==> src/rtl/video_frame_monitor_pkg.sv <==
// Shared types, constants and the CRC step function for the video frame monitor.
package vfm_pkg;

    typedef enum logic [1:0] {
        VFM_IDLE,
        VFM_SYNC,
        VFM_CAPTURE,
        VFM_DONE
    } vfm_state_t;

    localparam logic [15:0] CRC16_POLY = 16'h1021;
    localparam logic [15:0] CRC16_INIT = 16'hFFFF;

    // Advance a CRC-16-CCITT register over the low nbits of data, MSB first.
    // Callers pass a constant nbits (at most 32), so the loop unrolls to pure XOR logic.
    function automatic logic [15:0] crc16_step(input logic [15:0] crc,
                                               input logic [31:0] data,
                                               input int nbits);
        logic [15:0] c;
        logic        fb;
        c  = crc;
        fb = 1'b0;
        for (int i = 31; i >= 0; i--) begin
            if (i < nbits) begin
                fb = c[15] ^ data[i];
                c  = {c[14:0], 1'b0};
                if (fb) begin
                    c = c ^ CRC16_POLY;
                end
            end
        end
        return c;
    endfunction

endpackage

==> src/rtl/video_frame_monitor_crc16.sv <==
// Registered CRC-16-CCITT accumulator: one DATA_W-bit word per update, MSB first.
// DATA_W must not exceed 32.
module vfm_crc16
    import vfm_pkg::*;
#(
    parameter int DATA_W = 9
) (
    input  logic              clock,
    input  logic              reset,
    input  logic              clear_i,
    input  logic              update_i,
    input  logic [DATA_W-1:0] data_i,
    output logic [15:0]       crc_o
);

    logic [15:0] crc_q;
    logic [15:0] crc_d;

    // Next CRC value: clear wins over update, otherwise hold.
    always_comb begin
        crc_d = crc_q;
        if (clear_i) begin
            crc_d = CRC16_INIT;
        end else if (update_i) begin
            crc_d = crc16_step(crc_q, 32'(data_i), DATA_W);
        end
    end

    // CRC register; starts at the CCITT seed after reset.
    always_ff @(posedge clock or posedge reset) begin
        if (reset) begin
            crc_q <= CRC16_INIT;
        end else begin
            crc_q <= crc_d;
        end
    end

    assign crc_o = crc_q;

endmodule

==> src/rtl/video_frame_monitor.sv <==
// Video frame monitor: segments a sync-delimited RGB stream into lines and frames,
// reporting per-frame CRC-16, line count, first-line length and a length-mismatch flag.
// Optional macro VFM_XY_OUT_EN adds pix_x/pix_y/pix_valid pixel-position outputs.
module video_frame_monitor
    import vfm_pkg::*;
#(
    parameter int COLOR_W    = 3,
    parameter int NUM_FRAMES = 3,
    parameter int MAX_X      = 1023,
    parameter int MAX_Y      = 511,
    localparam int X_W       = $clog2(MAX_X + 1),
    localparam int Y_W       = $clog2(MAX_Y + 1)
) (
    input  logic               clock,
    input  logic               reset,
    input  logic               clock_en,
    input  logic               enable,
    input  logic [COLOR_W-1:0] video_r,
    input  logic [COLOR_W-1:0] video_g,
    input  logic [COLOR_W-1:0] video_b,
    input  logic               hsync_n,
    input  logic               vsync_n,
    output logic               frame_done,
    output logic [15:0]        frame_crc,
    output logic [Y_W-1:0]     frame_lines,
    output logic [X_W-1:0]     line_len,
    output logic               line_err,
    output logic [7:0]         frame_count,
    output logic               done
`ifdef VFM_XY_OUT_EN
    ,
    output logic [X_W-1:0]     pix_x,
    output logic [Y_W-1:0]     pix_y,
    output logic               pix_valid
`endif
);

    vfm_state_t     state_q, state_d;
    logic           hsPrev_q, vsPrev_q;
    logic [X_W-1:0] pixCnt_q, pixCnt_d;
    logic [Y_W-1:0] lines_q, lines_d;
    logic [X_W-1:0] refLen_q, refLen_d;
    logic           err_q, err_d;
    logic [7:0]     frameCount_q, frameCount_d;
    logic           frameDone_q, frameDone_d;
    logic [15:0]    frameCrc_q;
    logic [Y_W-1:0] frameLines_q;
    logic [X_W-1:0] lineLen_q;
    logic           lineErr_q;

    logic           hsFall, vsFall, active, inCapture;
    logic           lineClose, frameClose, lastFrame, latch;
    logic           crcClear, crcUpdate;
    logic [15:0]    crcValue;
    logic [X_W-1:0] pixInc;
    logic [Y_W-1:0] linesInc, linesAfter;
    logic [X_W-1:0] refAfter;
    logic           errAfter;

    vfm_crc16 #(.DATA_W(3 * COLOR_W)) u_crc (
        .clock    (clock),
        .reset    (reset),
        .clear_i  (crcClear),
        .update_i (crcUpdate),
        .data_i   ({video_r, video_g, video_b}),
        .crc_o    (crcValue)
    );

    // Sync edge detection, saturating counters and the "line closed this sample" view
    // of the accumulators, so a frame close in the same sample sees the closed line.
    always_comb begin
        hsFall     = clock_en & hsPrev_q & ~hsync_n;
        vsFall     = clock_en & vsPrev_q & ~vsync_n;
        active     = clock_en & hsync_n & vsync_n;
        inCapture  = (state_q == VFM_CAPTURE);
        lineClose  = inCapture & hsFall & (pixCnt_q != '0);
        frameClose = inCapture & vsFall;
        lastFrame  = ((frameCount_q + 8'd1) == 8'(NUM_FRAMES));
        pixInc     = (pixCnt_q == X_W'(MAX_X)) ? pixCnt_q : pixCnt_q + 1'b1;
        linesInc   = (lines_q == Y_W'(MAX_Y)) ? lines_q : lines_q + 1'b1;
        linesAfter = lineClose ? linesInc : lines_q;
        refAfter   = (lineClose && lines_q == '0) ? pixCnt_q : refLen_q;
        errAfter   = err_q | (lineClose && lines_q != '0 && pixCnt_q != refLen_q);
    end

    // Next-state and accumulator control; enable low always returns to IDLE.
    always_comb begin
        state_d      = state_q;
        pixCnt_d     = pixCnt_q;
        lines_d      = lines_q;
        refLen_d     = refLen_q;
        err_d        = err_q;
        frameCount_d = frameCount_q;
        frameDone_d  = 1'b0;
        latch        = 1'b0;
        crcClear     = 1'b0;
        crcUpdate    = 1'b0;
        if (!enable) begin
            state_d      = VFM_IDLE;
            frameCount_d = '0;
        end else begin
            case (state_q)
                VFM_IDLE: state_d = VFM_SYNC;
                VFM_SYNC: begin
                    if (vsFall) begin
                        state_d  = VFM_CAPTURE;
                        pixCnt_d = '0;
                        lines_d  = '0;
                        refLen_d = '0;
                        err_d    = 1'b0;
                        crcClear = 1'b1;
                    end
                end
                VFM_CAPTURE: begin
                    if (frameClose) begin
                        latch        = 1'b1;
                        frameDone_d  = 1'b1;
                        frameCount_d = frameCount_q + 8'd1;
                        state_d      = lastFrame ? VFM_DONE : VFM_CAPTURE;
                        pixCnt_d     = '0;
                        lines_d      = '0;
                        refLen_d     = '0;
                        err_d        = 1'b0;
                        crcClear     = 1'b1;
                    end else if (active) begin
                        pixCnt_d  = pixInc;
                        crcUpdate = 1'b1;
                    end else if (lineClose) begin
                        lines_d  = linesInc;
                        refLen_d = refAfter;
                        err_d    = errAfter;
                        pixCnt_d = '0;
                    end
                end
                default: state_d = state_q;
            endcase
        end
    end

    // State, sync history, accumulators and the latched per-frame results.
    always_ff @(posedge clock or posedge reset) begin
        if (reset) begin
            state_q      <= VFM_IDLE;
            hsPrev_q     <= 1'b1;
            vsPrev_q     <= 1'b1;
            pixCnt_q     <= '0;
            lines_q      <= '0;
            refLen_q     <= '0;
            err_q        <= 1'b0;
            frameCount_q <= '0;
            frameDone_q  <= 1'b0;
            frameCrc_q   <= '0;
            frameLines_q <= '0;
            lineLen_q    <= '0;
            lineErr_q    <= 1'b0;
        end else begin
            state_q      <= state_d;
            pixCnt_q     <= pixCnt_d;
            lines_q      <= lines_d;
            refLen_q     <= refLen_d;
            err_q        <= err_d;
            frameCount_q <= frameCount_d;
            frameDone_q  <= frameDone_d;
            if (clock_en) begin
                hsPrev_q <= hsync_n;
                vsPrev_q <= vsync_n;
            end
            if (latch) begin
                frameCrc_q   <= crcValue;
                frameLines_q <= linesAfter;
                lineLen_q    <= refAfter;
                lineErr_q    <= errAfter;
            end
        end
    end

    assign frame_done  = frameDone_q;
    assign frame_crc   = frameCrc_q;
    assign frame_lines = frameLines_q;
    assign line_len    = lineLen_q;
    assign line_err    = lineErr_q;
    assign frame_count = frameCount_q;
    assign done        = (state_q == VFM_DONE);

`ifdef VFM_XY_OUT_EN
    logic [X_W-1:0] pixX_q;
    logic [Y_W-1:0] pixY_q;
    logic           pixValid_q;

    // Position of each captured pixel, presented the clock after its sample.
    always_ff @(posedge clock or posedge reset) begin
        if (reset) begin
            pixX_q     <= '0;
            pixY_q     <= '0;
            pixValid_q <= 1'b0;
        end else begin
            pixValid_q <= enable & inCapture & active;
            if (enable && inCapture && active) begin
                pixX_q <= pixCnt_q;
                pixY_q <= lines_q;
            end
        end
    end

    assign pix_x     = pixX_q;
    assign pix_y     = pixY_q;
    assign pix_valid = pixValid_q;
`endif

endmodule

==> config.mk <==
export PLATFORM = sky130hd
export DESIGN_NAME = video_frame_monitor
export DESIGN_NICKNAME = d
export VERILOG_FILES = /design/src/rtl/video_frame_monitor_pkg.sv /design/src/rtl/video_frame_monitor_crc16.sv /design/src/rtl/video_frame_monitor.sv
export SDC_FILE = /design/constraint.sdc
export NUM_CORES = 1
export LEC_CHECK = 0
export ABC_AREA = 1
export BUFFER_PORTS_ARGS = -buffer_cell sky130_fd_sc_hd__buf_2
export CAP_MARGIN = 20
export CORE_MARGIN = 2
export CORE_UTILIZATION = 46
export CTS_CLUSTER_SIZE = 8
export DETAILED_ROUTE_END_ITERATION = 8
export PLACE_DENSITY_LB_ADDON = 0.15
export SLEW_MARGIN = 20
export SYNTH_ARGS = -nofsm -noshare
export SYNTH_HDL_FRONTEND = slang
export SYNTH_SLANG_ARGS = --single-unit
==> constraint.sdc <==
create_clock -name clock -period 3.21 [get_ports clock]
set_input_delay 0.1605 -clock clock [delete_from_list [all_inputs] [get_ports clock]]
set_output_delay 0.1605 -clock clock [all_outputs]
set_load 0.05 [all_outputs]
==> run_results.csv <==
group,metric,value,unit
placement,place_congestion,0.875,
placement,numPortBuffers,60,
job,drv_cap,0,
synth,synth_top_area_share,37.0,%
clock_tree,cts_tree,"built",
synth,async_flop_share,100,%
synth,synth_warnings,0,
floorplan,coreArea,10900,µm²
sta,hold_viol,0,
synth,synth_top_family_by_area,"simple AND/OR/NAND/NOR gates",
drt,ant_nets,0,
synth,synth-main-ff-cell,"dfrtp_1",
sta,setup_violations,0,
power_and_ir_drop,powerDensity,633,nW/µm²
synth,synth_common_cells,"263 x nand2_1, 77 x dfrtp_1, 75 x inv_1",
synth,synth-edff-count,0,
clock_tree,clk_path_buf_depth,2,
sta,finalMaxSlewViolations,0,
synth,synth_xor_area_share,3.70,%
power_and_ir_drop,peakVddDrop,0.548,mV
synth,ys_seq_elements,95,
drt,vias,4419,
synth,synthSimpleGateAreaFrac,30.5,%
drt,wl_per_cell,13.1,µm
power_and_ir_drop,p_leak,3.13,nW
finish,final_util,54.1,%
drt,avgViaCountPerCell,4.95,
floorplan,num_rows,38,
synth,synth_compound_area_share,9.12,%
sta,worstMarginPinSlew,816,ps
clock_tree,htree_levels,3,
sta,rsz0062_at_grt,"false",
sta,finalWorstSetupSlack,1080,ps
floorplan,num_io_pins,61,
drt,drtIter0Drc,199,
global_routing,track_usage,21.3,%
sta,fin_crit,2130,ps
setup_path,start_kind,"register",
clock_tree,clock_sinks,95,
drt,drc,0,
floorplan,die_h,110,µm
sta,holdWs,70.0,ps
sta,timing.fmax,470,MHz
synth,synthCells,688,
finish,multiInputGateArea,2380,µm²
finish,nets,773,
finish,fillers,1045,
worst_hold_path,hold_class,"input pin to register",
global_routing,grt_max_degree,50,
drt,drt-total-wl,11700,µm
finish,antenna_cells,0,
drt,drt_first_pass_iters,5,
clock_tree,cts_root_buf,"clkbuf_16",
global_routing,grt_pass1_vias,4365,
clock_tree,clkLatencyLatePin,340,ps
finish,drive_above_1_share,17.3,%
clock_tree,path_clk_slew,60,ps
global_routing,antenna_found_initial,0,
synth,syn_nets,713,
synth,synth_top_area_cell,"dfrtp_1",
finish,syn_to_final_growth,13.8,%
global_routing,grt_pass1_wl,20400,µm
setup_path,critPathKind,"register to register",
power_and_ir_drop,power,0.00375,W
global_routing,grt_overflow_total,0,
clock_tree,post_cts_buffers,0,
synth,yosysSeqAreaShare,46.1,%
sta,relSlewSlack,45.6,%
synth,yosysUniqueCellTypes,38,
synth,synthMuxAreaShare,0,%
setup_path,arrival,2330,ps
finish,regArea,2400,µm²
synth,yosysMostFrequentCell,"nand2_1",
synth,synthTopCellsByArea,"dfrtp_1 37%, nand2_1 19%, dfstp_2 9.1%",
sta,clock_skew,7.07,ps
synth,syn_avg_cell_area,7.56,µm²
synth,synthAdderAreaFrac,2.41,%
sta,period_share,66.3,%
clock_tree,numCtsBuffers,9,
status,outcome,"finished clean",
placement,preCtsSetupSlack,1050,ps
floorplan,start_util,47.6,%
floorplan,fp.dieW,110,µm
setup_path,cp-end-kind,"register",
sta,finalSetupTns,0,ps
synth,syn_area,5200,µm²
setup_path,critPathRequiredTime,3410,ps
placement,dp_hpwl,8350,µm
floorplan,fp.dieArea,12200,µm²
setup_path,cp_max_fo,20,
==> where the power goes <==
part           total [W]  switching, W  internal [W]
Sequential       0.00159      0.000139       0.00145
Clock            0.00101      0.000440      0.000568
Combinational    0.00115      0.000800      0.000353
==> worst paths after layout <==
| kind | depth (start not counted) | from | to | slack (ps) |
|---|---|---|---|---|
| min reg2reg | 2 | line_len[0] | line_len[0] | 470 |
| min in group asynchronous | 3 | reset | frame_lines[4] | 490 |
| max reg2reg | 8 | state_q[0] | pixCnt_q[8] | 1080 |
| max in group asynchronous | 4 | reset | hsPrev_q | 1930 |
| max | 8 | state_q[0] | pixCnt_q[8] | 1080 |
| min | 2 | clock_en | vsPrev_q | 70 |
==> timing repair <==
item / CTS / global route
hold buffers: 1 / 0
endpoints found under the hold margin: 29 / 0
resized for setup: 0 / 0
==> metal layers <==
| metal | GRT usage [%] | share of wire [%] | up-vias |
|---|---|---|---|
| li1 | - | - | 2288 |
| met4 | 7.59 | 1.9 | 0 |
| met5 | 0 | 0 | - |
| met3 | 4.47 | 4.6 | 17 |
| met2 | 34.0 | 46 | 88 |
| met1 | 28.9 | 47 | 2026 |
==> cell type report <==
class | instances | area share, %
clock inverters | 1 | 0.0845
clock buffers | 15 | 4.52
repair buffers | 67 | 6.21
inverters | 83 | 5.39
multi-input cells | 492 | 40.3
well taps | 140 | 2.96
flip-flops and latches | 95 | 40.5
==> flip-flops by register name (all words and copies together), names as in the netlist, 2 cells and up <==
name and cells:
frame_crc 16, lines_q 9, refLen_q 10, pixCnt_q 10
state_q 2, frame_count 8, line_len 10, frame_lines 9
u_crc.crc_o 16
==> stage by stage <==
| stage | area (µm²) | std cells |
|---|---|---|
| finish | 5920 | 893 |
| global route | 5920 | 893 |
| CTS | 5920 | 893 |
| detailed placement | 5640 | 876 |
| global placement | 5640 | 876 |
| floorplan | 5200 | 688 |
==> cell families after synthesis <==
group                      after synthesis
and+or+nand+nor                        378
buffers and inverters                  101
DFF                                     95
AOI/OAI and AO/OA                       82
xor gates and xnor gates                22
adders and majority gates               10
==> placed cells by master, fill, tap and decap left out, types with 2 or more instances in the layout <==
cell / instances
a21oi_1: 6
a31oi_1: 6
buf_2: 60
buf_4: 5
clkbuf_1: 4
clkbuf_16: 9
clkbuf_8: 2
clkinv_1: 2
clkinv_2: 3
dfrtp_1: 77
dfstp_2: 18
ha_1: 10
inv_1: 74
inv_2: 4
nand2_1: 263
nand2_2: 2
nand3_1: 38
nand3_2: 2
nand3b_1: 2
nand4_1: 14
nor2_1: 38
nor2_2: 4
nor2_4: 3
nor3_1: 4
o21ai_0: 35
o21ai_1: 15
o21ai_2: 9
o22ai_1: 8
or2_2: 4
xnor2_1: 12
xor2_1: 10
==> worst max-delay path, stage by stage (launching register included) <==
cell and delay (ps):
dfrtp_1 400, inv_1 100, ha_1 200, nand4_1 180, o21bai_2 290, nand3_1 90, nand3_1 460, nand2_1 190
o21ai_1 80
Note: power is estimated with default switching activity, not from simulation.
